$ cat src/rtl/peak_window_ctrl_if.sv
// peak_window_ctrl_if: sample stream into the window-peak sequencer.
// The source side drives IN_VALID/IN_DATA and watches IN_READY.
// The sequencer side reads IN_VALID/IN_DATA and drives IN_READY.
// A sample moves on any rising edge where IN_VALID and IN_READY are both high.
interface peak_window_ctrl_if #(
    parameter int DATA_W = 12
);
    logic              IN_VALID;
    logic              IN_READY;
    logic [DATA_W-1:0] IN_DATA;

    modport master (
        output IN_VALID,
        output IN_DATA,
        input  IN_READY
    );

    modport slave (
        input  IN_VALID,
        input  IN_DATA,
        output IN_READY
    );
endinterface

$ cat src/rtl/peak_window_ctrl.sv
// peak_window_ctrl: tracks the largest unsigned sample in a window of WINDOW
// accepted samples and reports it. The running max uses a compare/select
// feedback register. START opens a window. ABORT cancels a window in progress.
// A one-cycle PEAK_VALID pulse announces each completed window.
//
// Optional build feature, enabled with `define PEAK_WINDOW_INDEX_EN:
// it adds the PEAK_IDX output. PEAK_IDX is the zero-based position, within
// the window, of the sample that produced PEAK_OUT. Ties report the earliest
// position.
//
// IN_READY, BUSY and PEAK_VALID are registered copies of the next state.
// Downstream logic therefore sees clean flop outputs.
module peak_window_ctrl #(
    parameter int DATA_W = 12,
    parameter int WINDOW = 256,
    parameter int CNT_W  = 8
) (
    input  logic                 CLK,
    input  logic                 RST,
    input  logic                 START,
    input  logic                 ABORT,
    peak_window_ctrl_if.slave    in_bus,
    output logic                 BUSY,
    output logic                 PEAK_VALID,
    output logic [DATA_W-1:0]    PEAK_OUT
`ifdef PEAK_WINDOW_INDEX_EN
    ,
    output logic [CNT_W-1:0]     PEAK_IDX
`endif
);

    // Counter value held while the last sample of a window is being accepted.
    localparam logic [CNT_W-1:0] LAST_CNT = CNT_W'(WINDOW - 1);
    localparam logic [CNT_W-1:0] CNT_ONE  = CNT_W'(1);

    typedef enum logic [1:0] {
        IDLE = 2'd0,
        RUN  = 2'd1,
        DONE = 2'd2
    } state_t;

    state_t            state_q;
    state_t            state_d;

    logic [CNT_W-1:0]  cnt_q;
    logic [CNT_W-1:0]  cnt_d;
    logic [DATA_W-1:0] max_q;
    logic [DATA_W-1:0] max_d;
    logic              first_q;
    logic              first_d;
    logic [DATA_W-1:0] peak_q;
    logic [DATA_W-1:0] peak_d;
    logic              in_ready_q;
    logic              in_ready_d;
    logic              busy_q;
    logic              busy_d;
    logic              peak_valid_q;
    logic              peak_valid_d;

    logic              accept;
    logic              take;
    logic [DATA_W-1:0] cand_max;

`ifdef PEAK_WINDOW_INDEX_EN
    logic [CNT_W-1:0]  max_idx_q;
    logic [CNT_W-1:0]  max_idx_d;
    logic [CNT_W-1:0]  peak_idx_q;
    logic [CNT_W-1:0]  peak_idx_d;
    logic [CNT_W-1:0]  cand_idx;
`endif

    // Register the state, the datapath and the outputs. RST takes priority over every other input.
    always_ff @(posedge CLK) begin
        if (RST) begin
            state_q      <= IDLE;
            cnt_q        <= '0;
            max_q        <= '0;
            first_q      <= 1'b0;
            peak_q       <= '0;
            in_ready_q   <= 1'b0;
            busy_q       <= 1'b0;
            peak_valid_q <= 1'b0;
`ifdef PEAK_WINDOW_INDEX_EN
            max_idx_q    <= '0;
            peak_idx_q   <= '0;
`endif
        end else begin
            state_q      <= state_d;
            cnt_q        <= cnt_d;
            max_q        <= max_d;
            first_q      <= first_d;
            peak_q       <= peak_d;
            in_ready_q   <= in_ready_d;
            busy_q       <= busy_d;
            peak_valid_q <= peak_valid_d;
`ifdef PEAK_WINDOW_INDEX_EN
            max_idx_q    <= max_idx_d;
            peak_idx_q   <= peak_idx_d;
`endif
        end
    end

    // Next-state logic: window sequencing, running-max compare/select, and the registered output values.
    always_comb begin
        state_d  = state_q;
        cnt_d    = cnt_q;
        max_d    = max_q;
        first_d  = first_q;
        peak_d   = peak_q;
`ifdef PEAK_WINDOW_INDEX_EN
        max_idx_d  = max_idx_q;
        peak_idx_d = peak_idx_q;
`endif

        // ABORT wins over a sample offered in the same cycle.
        accept = (state_q == RUN) && in_ready_q && in_bus.IN_VALID && !ABORT;

        // The first sample always loads. After that, a strictly greater sample replaces the max, so ties keep the earlier value.
        take     = first_q || (in_bus.IN_DATA > max_q);
        cand_max = take ? in_bus.IN_DATA : max_q;
`ifdef PEAK_WINDOW_INDEX_EN
        cand_idx = take ? cnt_q : max_idx_q;
`endif

        case (state_q)
            IDLE: begin
                if (START) begin
                    state_d = RUN;
                    cnt_d   = '0;
                    first_d = 1'b1;
                end
            end

            RUN: begin
                if (ABORT) begin
                    state_d = IDLE;
                end else if (accept) begin
                    max_d   = cand_max;
                    first_d = 1'b0;
`ifdef PEAK_WINDOW_INDEX_EN
                    max_idx_d = cand_idx;
`endif
                    if (cnt_q == LAST_CNT) begin
                        state_d = DONE;
                        cnt_d   = '0;
                        peak_d  = cand_max;
`ifdef PEAK_WINDOW_INDEX_EN
                        peak_idx_d = cand_idx;
`endif
                    end else begin
                        cnt_d = cnt_q + CNT_ONE;
                    end
                end
            end

            DONE: begin
                if (START) begin
                    state_d = RUN;
                    cnt_d   = '0;
                    first_d = 1'b1;
                end else begin
                    state_d = IDLE;
                end
            end

            default: begin
                state_d = IDLE;
            end
        endcase

        in_ready_d   = (state_d == RUN);
        busy_d       = (state_d == RUN);
        peak_valid_d = (state_d == DONE);
    end

    assign in_bus.IN_READY = in_ready_q;
    assign BUSY            = busy_q;
    assign PEAK_VALID      = peak_valid_q;
    assign PEAK_OUT        = peak_q;
`ifdef PEAK_WINDOW_INDEX_EN
    assign PEAK_IDX        = peak_idx_q;
`endif

endmodule

$ cat src/flat_wrapper.sv
// flat-port wrapper written by rule: the top's interface ports become plain ports
module peak_window_ctrl_flat 
#(
    parameter int DATA_W = 12,
    parameter int WINDOW = 256,
    parameter int CNT_W  = 8
)
  (CLK, RST, START, ABORT, BUSY, PEAK_VALID, PEAK_OUT, in_bus_IN_VALID, in_bus_IN_DATA, in_bus_IN_READY);
  peak_window_ctrl_if #(.DATA_W(DATA_W)) in_bus_i ();
  input  logic CLK;
  input  logic RST;
  input  logic START;
  input  logic ABORT;
  output logic BUSY;
  output logic PEAK_VALID;
  output logic [DATA_W-1:0] PEAK_OUT;
  input wire logic [$bits(in_bus_i.IN_VALID)-1:0] in_bus_IN_VALID;
  input wire logic [$bits(in_bus_i.IN_DATA)-1:0] in_bus_IN_DATA;
  output wire logic [$bits(in_bus_i.IN_READY)-1:0] in_bus_IN_READY;
  assign in_bus_i.IN_VALID = in_bus_IN_VALID;
  assign in_bus_i.IN_DATA = in_bus_IN_DATA;
  assign in_bus_IN_READY = in_bus_i.IN_READY;
  peak_window_ctrl #(.DATA_W(DATA_W), .WINDOW(WINDOW), .CNT_W(CNT_W)) u_core (.CLK(CLK), .RST(RST), .START(START), .ABORT(ABORT), .in_bus(in_bus_i), .BUSY(BUSY), .PEAK_VALID(PEAK_VALID), .PEAK_OUT(PEAK_OUT));
endmodule
$ cat config.mk
export PLATFORM = sky130hd
export DESIGN_NAME = peak_window_ctrl_flat
export DESIGN_NICKNAME = d
export VERILOG_FILES = /design/src/rtl/peak_window_ctrl_if.sv /design/src/rtl/peak_window_ctrl.sv /design/src/flat_wrapper.sv
export SDC_FILE = /design/constraint.sdc
export NUM_CORES = 1
export LEC_CHECK = 0
export CAP_MARGIN = 25
export CORE_MARGIN = 2
export CORE_UTILIZATION = 35
export CTS_CLUSTER_SIZE = 30
export DETAILED_ROUTE_END_ITERATION = 8
export PLACE_DENSITY = 0.57
export SYNTH_ARGS = -nofsm -noshare
export SYNTH_HDL_FRONTEND = slang
export SYNTH_SLANG_ARGS = --single-unit
$ cat constraint.sdc
create_clock -name CLK -period 2 [get_ports CLK]
set_input_delay 0.3 -clock CLK [delete_from_list [all_inputs] [get_ports CLK]]
set_output_delay 0.3 -clock CLK [all_outputs]
set_load 0.02 [all_outputs]
==> impl_metrics.csv <==
group,metric,value,unit
timing,max-slew-margin-rel,77.85,%
drt,detail_route.iter0.violations,122,
drt,route.vias.total,1811,
synth,synth.net_count,261,
placement,detailedPlacementHpwl,3284,µm
pwr,power_density,543.8,mW/mm²
synth,synth_top_cell_area_share,37.28,%
drt,dr.pass1.iters,4,
synth,yosys.area.top_type,"dfxtp_1",
cts,numClockSinks,37,
timing,measured_slew_at_the_worst_slew_check_pin,332.3,ps
timing,clock_skew,8.556,ps
cts,clock_latency,300,ps
critical_path,cp_max_fo,5,
floorplanning,floorplan.die.height,79.35,µm
synth,synth_enable_flop_cells,0,
timing,unrepaired_setup_endpoints_after_global_routing,"true",
drt,route.detailed.vias_per_inst,5.003,
timing,finalCriticalPeriod,1970,ps
cts,clockRootBuffer,"clkbuf_8",
synth,synth-seq-cells,37,
layout,layout_cell_share_with_drive_strength_beyond_1,24.83,%
run,drv.max_cap_violation_count,0,
cts,clk_pin_slew_worst_paths,80,ps
synth,synth_area_per_cell,8.601,µm²
global_route,grt_start_max_net_pins,47,
synth,synth_seq_area_share,37.28,%
drt,avgRoutedWirePerCell,13.00,µm
global_route,track_usage,15.65,%
placement,routabilityCongestion,0.8332,
cts,cts-buffers-inserted,5,
timing,finalMaxSlewViolations,0,
synth,top_flip_flop_cell_by_instance_count_after_synthesis,"dfxtp_1",
critical_path,timing.critical_path.from_type,"register",
pwr,power,1.558,mW
critical_path,critical_path_class,"reg2reg",
status,run_status,"finished, final reports clean",
placement,buffer_ports.inserted,31,
pwr,cellLeakagePower,1.071,nW
critical_path,endpoint_kind,"register",
synth,synth_cells,231,
drt,wirelength,4706,µm
cts,cts_tree,"built",
critical_path,timing.critical_path.required,2210,ps
global_route,number_of_global_route_vias_before_repair,1699,
floorplanning,die_area,0.006296,mm²
floorplanning,boundaryPins,32,
layout,n_fill_cell,523,
synth,synth.lib_cells_used.distinct,35,
synth,post_synthesis_instance_area,0.001987,mm²
layout,flow.area_growth_from_synthesis,44.21,%
layout,n_antenna_cell,0,
timing,post-route-period-util,98.50,%
layout,design.final.nets,319,
floorplanning,placeable_core_region,0.005507,mm²
pwr,maximum_vdd_ir_drop,0.2901,mV
drt,drt_drc_violations_left,0,
timing,fin_worst_hold_slack,402.4,ps
floorplanning,chipWidth,79.35,µm
timing,max_freq,507.6,MHz
timing,timing.final.hold_violations,0,
global_route,grt_first_pass_wirelength,7652,µm
synth,share_of_flip_flops_with_an_asynchronous_set_or_reset,0,%
floorplanning,starting_density,36.08,%
floorplanning,placement_rows,27,
cts,clock_path_buffers,2,
global_route,grt_antenna_before_repair,0,
critical_path,crit_arrival,2180,ps
synth,synth_area_leaders,"dfxtp_1 37%, ha_1 8.2%, nand2b_1 7.9%",
drt,antenna_violating_nets_post_route,0,
cts,h-tree-depth,2,
synth,synth-warning-count,0,
timing,setup_viol_count_final,0,
worst_hold_path,hp-class,"in2reg",
global_route,grt_remaining_overflow,0,
## cell usage in the layout, fill, tap and decap left out, types with 10 or more instances in the layout
cell | synthesis | layout
a21oi_1 | 15 | 11
buf_4 | 2 | 25
clkdlybuf4s50_1 | 0 | 20
dfxtp_1 | 37 | 28
mux2i_1 | 12 | 12
nand2_1 | 10 | 10
nand2b_1 | 25 | 25
nand4_1 | 14 | 14
nor2_1 | 34 | 34
o311a_1 | 12 | 12
## worst paths after layout
path / slack, ps / from / cells past startpoint / endpoint
max: 30 / u_core.max_q[8]$_SDFFE_PP0P_ / 9 / u_core.max_q[7]$_SDFFE_PP0P_
min: 400 / in_bus_IN_DATA[0] / 3 / u_core.PEAK_OUT[0]$_SDFFE_PP0P_
max reg2reg: 30 / u_core.max_q[8]$_SDFFE_PP0P_ / 9 / u_core.max_q[7]$_SDFFE_PP0P_
min reg2reg: 470 / u_core.first_q$_SDFFE_PP0P_ / 2 / u_core.first_q$_SDFFE_PP0P_
## metal layers
layer  wire length [µm]  GRT usage (%)  up-vias
li1                   -              -      926
met1               2296          20.04      844
met2               2173          25.59       34
met3                160          3.750        7
met4                 75          5.690        0
met5                  0              0        -
## sequential cells by signal, indices dropped and copies added (netlist names)
signal / count
u_core.PEAK_OUT: 12
u_core.max_q: 12
u_core.state_q: 2
u_core.BUSY: 1
u_core.PEAK_VALID: 1
u_core.first_q: 1
u_core.cnt_q: 8
## cell usage after synthesis (all sizes together) (3+ instances only)
library cell,instances
ha,13
mux2i,12
nand2b,25
nor2,34
xnor2,3
inv,12
clkbuf,7
o311a,12
o21ai,5
a21oi,15
nand3,6
dfxtp,37
nand4,14
nand2,10
buf,7
## stage by stage
stage          setup slack, ps  std cells  setup TNS (ps)  utilization [%]  area [µm²]
2_1_floorplan            46.52        231               0                -        2006
4_1_cts                 0.5294        362               0            49.85        2745
5_1_grt                 -65.57        362          -817.9            52.03        2865
3_5_place_dp            -391.3        352           -8555            47.44        2613
6_report                 30.05        362               0            52.03        2865
3_3_place_gp            -368.1        352           -8134            47.44        2613
## cell families (layout without fill, tap and decap cells)
| logic type | after synthesis | after routing | synth area share, % |
|---|---|---|---|
| xor gates and xnor gates | 5 | 5 | 2.204 |
| and+or+nand+nor | 99 | 99 | 26.76 |
| adders and majority gates | 13 | 13 | 8.187 |
| DFF | 37 | 37 | 37.28 |
| muxes | 12 | 12 | 6.046 |
| AOI/OAI and AO/OA | 39 | 39 | 13.67 |
| buffers and inverters | 26 | 85 | 5.856 |
## final cells by class
type                       instances  area, µm²  area share [%]
clock buffer                       7      96.34           3.362
clock inverter                     1      5.005          0.1747
inverter                          12      45.04           1.572
multi-input combinational        168       1254           43.76
sequential                        37      752.0           26.24
tap                               72      90.09           3.144
timing repair buffer              65      623.1           21.75
## repair_timing
item / CTS / global route
pin swaps: 13 / 19
hold buffers: 0 / 0
gates resized for setup: 18 / 25
setup endpoints to repair: 24 / 24
setup buffers: 2 / 1
## worst max-delay path, cell delays in order (launching register included)
cell and delay [ps]:
dfxtp_2 330, inv_1 50, ha_1 270, nand4_1 130
or2_4 300, a21oi_4 140, o22ai_4 100, a21oi_4 210
buf_6 160, mux2i_1 200
## power by group
part,internal [mW],switching [mW]
sequential,0.744,0.00722
clock,0.312,0.271
combinational,0.117,0.108
(Power assumes the default switching activity.)
